`src/rtl/dmem_seq.sv`:
```
// Data-memory sequencer: serialises core/external accesses onto one memory port.
// Optional RMW write-back sequence enabled by DMEM_RMW_EN.
module dmem_seq #(
    parameter int AW   = 8,
    parameter int DW   = 16,
    parameter int XMAX = 4
) (
    input  logic          clk,
    input  logic          rst,
    input  logic          c_req,
    input  logic          c_we,
    input  logic          c_rmw,
    input  logic [3:0]    c_op,
    input  logic [AW-1:0] c_addr,
    input  logic [DW-1:0] c_wdata,
    output logic          stall,
    output logic          c_rvalid,
    output logic [DW-1:0] c_rdata,
    input  logic          x_req,
    input  logic          x_we,
    input  logic [AW-1:0] x_addr,
    input  logic [DW-1:0] x_wdata,
    output logic          x_gnt,
    output logic          x_rvalid,
    output logic [DW-1:0] x_rdata,
    output logic          m_we,
    output logic [AW-1:0] m_addr,
    output logic [DW-1:0] m_wdata,
    input  logic [DW-1:0] m_rdata,
    output logic [DW-1:0] al_a,
    output logic [DW-1:0] al_b,
    output logic [3:0]    al_op,
    input  logic [DW-1:0] al_y
);

    localparam int          XW     = $clog2(XMAX + 1);
    localparam logic [XW-1:0] XLIM = XW'(XMAX);
    localparam logic [3:0]  OP_THB = 4'b1111;

`ifdef DMEM_RMW_EN
    typedef enum logic [1:0] {S_IDLE, S_CRD, S_CRMW, S_XRD} state_e;
`else
    typedef enum logic [1:0] {S_IDLE, S_CRD, S_XRD} state_e;
`endif

    state_e        state_q, state_d;
    logic [XW-1:0] xwait_q, xwait_d;
    logic          x_win;
    logic          rmw_hit;

`ifdef DMEM_RMW_EN
    assign rmw_hit = c_rmw & c_we;
`else
    assign rmw_hit = 1'b0;
    // RMW inputs have no function in this build
    logic unused_ok;
    assign unused_ok = ^{c_rmw, c_op, al_y};
`endif

    // Starved external port overrides the core once xwait saturates
    assign x_win = x_req & ((xwait_q == XLIM) | ~c_req);

    always_comb begin
        state_d  = state_q;
        xwait_d  = xwait_q;
        stall    = 1'b0;
        c_rvalid = 1'b0;
        c_rdata  = '0;
        x_gnt    = 1'b0;
        x_rvalid = 1'b0;
        x_rdata  = '0;
        m_we     = 1'b0;
        m_addr   = '0;
        m_wdata  = '0;
        al_a     = '0;
        al_b     = '0;
        al_op    = OP_THB;

        case (state_q)
            S_IDLE: begin
                if (x_win) begin
                    x_gnt  = 1'b1;
                    m_addr = x_addr;
                    stall  = c_req;
                    if (x_we) begin
                        m_we    = 1'b1;
                        m_wdata = x_wdata;
                    end else begin
                        state_d = S_XRD;
                    end
                end else if (c_req) begin
                    m_addr = c_addr;
                    if (c_we && !rmw_hit) begin
                        m_we    = 1'b1;
                        m_wdata = c_wdata;
                    end else begin
                        stall = 1'b1;
`ifdef DMEM_RMW_EN
                        state_d = rmw_hit ? S_CRMW : S_CRD;
`else
                        state_d = S_CRD;
`endif
                    end
                end
            end
            S_CRD: begin
                c_rvalid = 1'b1;
                c_rdata  = m_rdata;
                state_d  = S_IDLE;
            end
`ifdef DMEM_RMW_EN
            S_CRMW: begin
                al_a    = m_rdata;
                al_b    = c_wdata;
                al_op   = c_op;
                m_we    = 1'b1;
                m_addr  = c_addr;
                m_wdata = al_y;
                state_d = S_IDLE;
            end
`endif
            S_XRD: begin
                x_rvalid = 1'b1;
                x_rdata  = m_rdata;
                stall    = c_req;
                state_d  = S_IDLE;
            end
            default: state_d = S_IDLE;
        endcase

        if (x_gnt) begin
            xwait_d = '0;
        end else if (x_req && xwait_q != XLIM) begin
            xwait_d = xwait_q + XW'(1);
        end

        // Reset aborts any in-flight sequence in the same cycle
        if (rst) begin
            state_d  = S_IDLE;
            xwait_d  = '0;
            stall    = 1'b0;
            c_rvalid = 1'b0;
            c_rdata  = '0;
            x_gnt    = 1'b0;
            x_rvalid = 1'b0;
            x_rdata  = '0;
            m_we     = 1'b0;
            m_addr   = '0;
            m_wdata  = '0;
            al_a     = '0;
            al_b     = '0;
            al_op    = OP_THB;
        end
    end

    always_ff @(posedge clk) begin
        if (rst) begin
            state_q <= S_IDLE;
            xwait_q <= '0;
        end else begin
            state_q <= state_d;
            xwait_q <= xwait_d;
        end
    end

endmodule

```
`config.mk`:
```
export PLATFORM = sky130hd
export DESIGN_NAME = dmem_seq
export DESIGN_NICKNAME = d
export VERILOG_FILES = /design/src/rtl/dmem_seq.sv
export SDC_FILE = /design/constraint.sdc
export NUM_CORES = 1
export LEC_CHECK = 0
export ABC_AREA = 1
export BUFFER_PORTS_ARGS = -buffer_cell sky130_fd_sc_hd__buf_2
export CAP_MARGIN = 40
export CORE_AREA = 3 3 72 74
export CTS_CLUSTER_DIAMETER = 100
export DETAILED_ROUTE_END_ITERATION = 10
export DIE_AREA = 0 0 75 77
export GPL_TIMING_DRIVEN = 0
export PLACE_DENSITY = 0.82
export SYNTH_ARGS = -nofsm -noshare
export SYNTH_HDL_FRONTEND = slang
export SYNTH_SLANG_ARGS = --single-unit
```
`constraint.sdc`:
```
create_clock -name clk -period 2.8 [get_ports clk]
set_input_delay 0.28 -clock clk [delete_from_list [all_inputs] [get_ports clk]]
set_output_delay 0.28 -clock clk [all_outputs]
set_load 0.01 [all_outputs]
```
==> results.txt <==
status -> complete, no violations
routing usage on met3 -> 2.883%
Root Driver -> clkbuf_8
CP Launch Type -> flip-flop
Core ar. -> 4661 µm²
Slew Viols, Final -> 0
critical path class -> reg -> out
reg-to-reg startpoint -> xwait_q[0]
post_cts resized -> 0
DRC viols -> 0
Rows -> 25
CP endpoint kind -> output port
Synth Cell Area -> 1580 µm²
clock-pin slew on the worst setup and hold paths -> 0.04 ns
Top Usage Layer GRT -> met2
GR Util met2 -> 34.93%
Max Freq -> 514.4 MHz
RR Endpoint -> state_q[0]
H-tree depth -> 1
Final Routed Wirelength -> 5.581 mm
number of primary I/O pins -> 188
Hold Path Class -> in -> reg
overall routing resource usage -> 17.54%
Post-Synthesis Cells -> 302
RSZ-0062 raised after global routing -> false
vias per cell -> 4.194
worst path buffer plus inverter count -> 3
initial antenna violation count -> 0
initial core utilization -> 33.91%
worst reg-to-reg path cell count -> 8
Die X -> 75 µm
Seq/Total Area, Yosys -> 6.334%
crit-path cells -> inv_1 -> ha_1 -> nand2_4 -> nand2_8 -> nand2_8 -> buf_6 -> nand2_1 -> a21oi_1 -> buf_2
most used cell along the critical path -> nand2_8
total congestion overflow -> 0
Min-Delay Endpoint -> xwait_q[0]
pre-CTS WS -> 1.073 ns
share of cells above drive strength 1 -> 42.92%
final hold vios -> 0
slowest cell on the critical path -> dfxtp_1
IO buf count -> 126
CP delay by family, top -> simple AND/OR/NAND/NOR gates
Worst path max stage delay -> 0.34 ns
Worst Hold Launch -> rst
final setup fails -> 0
first-pass GRT wire length -> 8.128 mm
area grow syn2layout -> 55.11%
Worst Path Required -> 2.52 ns
Post-CTS Setup Inserts -> 0
crit path DAT -> 1.66 ns
reg2reg setup slack -> 1.44 ns
DR WL/cell -> 10.73 µm
Clock Tree Buf Depth -> 2
Yosys warnings -> 0
Avg Inst Size Synth -> 5.233 µm²
Filler cells -> 489
NumNets Final -> 560
hold path depth -> 4
pin count of the biggest net entering global routing -> 11
CTS tree -> done
post-DP HPWL -> 4.696 mm
Setup Skew -> 0.002709 ns
CTS Buf Count -> 3
Detail Route Antenna Nets -> 0
Period minus WS final -> 1.944 ns
DRT Pass-1 Iters -> 4
Placer Congestion -> 0.7777
VDD IR max -> 0.09932 mV
number of global-route vias before repair -> 1900
Synth cell types -> 21
met1 usage -> 17.41%
die height -> 77 µm
pwr dens -> 212.5 nW/µm²
total of max-cap violations -> 0
Setup TNS -> 0 ns
FF+latch count, synth -> 5
DRT iter0 DRCs -> 72
post-route clock period utilization -> 69.42%
clock sinks -> 5
Final Worst Setup Slack -> 0.8562 ns
Pleak -> 0.001719 µW
Via Count -> 2181
cts hold-fix bufs -> 0
Max Fanout on Critical Path -> 10
die area -> 5775 µm²
n_diodes -> 0
clock latency on the worst-skew pair -> 0.22 ns
-- flip-flops by register name, indices dropped and copies added, names as in the netlist --
signal   cells
state_q      2
xwait_q      3
-- per-stage QoR --
stage                     power, µW  area (µm²)  hold slack [ns]  cells  util, %
after global placement        381.6        2406           0.5298    516    51.62
after CTS                     521.1        2451           0.4453    520    52.59
after floorplan               285.2        1708           0.5014    336        -
after detailed placement      385.4        2406           0.5399    516    51.62
after global routing          565.5        2451           0.4747    520    52.59
final                         520.8        2451           0.4427    520    52.59
-- layout by cell type (no fill, tap or decap), types with 5 or more instances in the layout --
cell	count
nand2_1	68
nand3_1	38
buf_2	138
inv_1	33
nor2_1	68
dfxtp_1	5
nand3b_1	8
nand2_2	15
buf_4	39
conb_1	36
-- power by group --
part           leakage [µW]  internal [µW]  switching [µW]
clock             0.0000228           97.9            37.6
combinational       0.00166            139             170
sequential        0.0000408           74.6            2.22
-- worst min-delay path, delay by kind of cell --
kind,cells,cell delay [ns]
buf+inv,2,0.16
simple gates,2,0.18
-- layer usage --
layer | wire length (µm) | up-vias
li1 | - | 1161
met1 | 2114 | 901
met2 | 2845 | 113
met3 | 570 | 6
met4 | 51 | 0
met5 | 0 | -
-- layout make-up --
class | count | area [µm²] | share of cell area, %
Multi-Input combinational cell | 243 | 1097 | 44.77
Timing Repair Buffer | 126 | 630.6 | 25.73
Buffer | 55 | 386.6 | 15.77
Inverter | 33 | 123.9 | 5.054
Sequential cell | 5 | 100.1 | 4.084
Tap cell | 54 | 67.56 | 2.757
Clock buffer | 4 | 45.04 | 1.838
-- cells in the mapped netlist, drive strengths merged --
master / instances / share of area, %
buf: 53 / 24
nand2: 86 / 25
clkbuf: 2 / 0.48
nand4: 1 / 0.40
ha: 2 / 1.6
nor3b: 1 / 0.48
a21o: 1 / 0.48
nor3: 1 / 0.32
nand3b: 8 / 3.8
inv: 33 / 7.8
conb: 2 / 0.48
nor2: 68 / 16
nand3: 38 / 12
dfxtp: 5 / 6.3
a21oi: 1 / 0.32
-- kinds of logic (layout without fill, tap and decap cells) --
family | Yosys count | in the layout | share of synthesized area (%)
AND/OR/NAND/NOR | 203 | 203 | 58.51
buffers and inverters | 88 | 218 | 32.30
flip-flops | 5 | 5 | 6.334
adder cells (fa/ha/maj) | 2 | 2 | 1.583
other | 2 | 36 | 0.4752
AO/OA/AOI/OAI | 2 | 2 | 0.7916
-- worst max path at each step --
stage	startpoint	end	slack (ns)	cells past startpoint
2_1_floorplan	xwait_q[0]	m_we	1.25	8
3_3_place_gp	xwait_q[0]	stall	1.09	10
3_5_place_dp	xwait_q[0]	m_we	1.07	9
4_1_cts	xwait_q[0]	m_we	0.83	9
5_1_grt	xwait_q[0]	m_we	0.70	9
6_report	xwait_q[0]	m_we	0.86	9
Note: power is estimated with default switching activity, not from simulation.
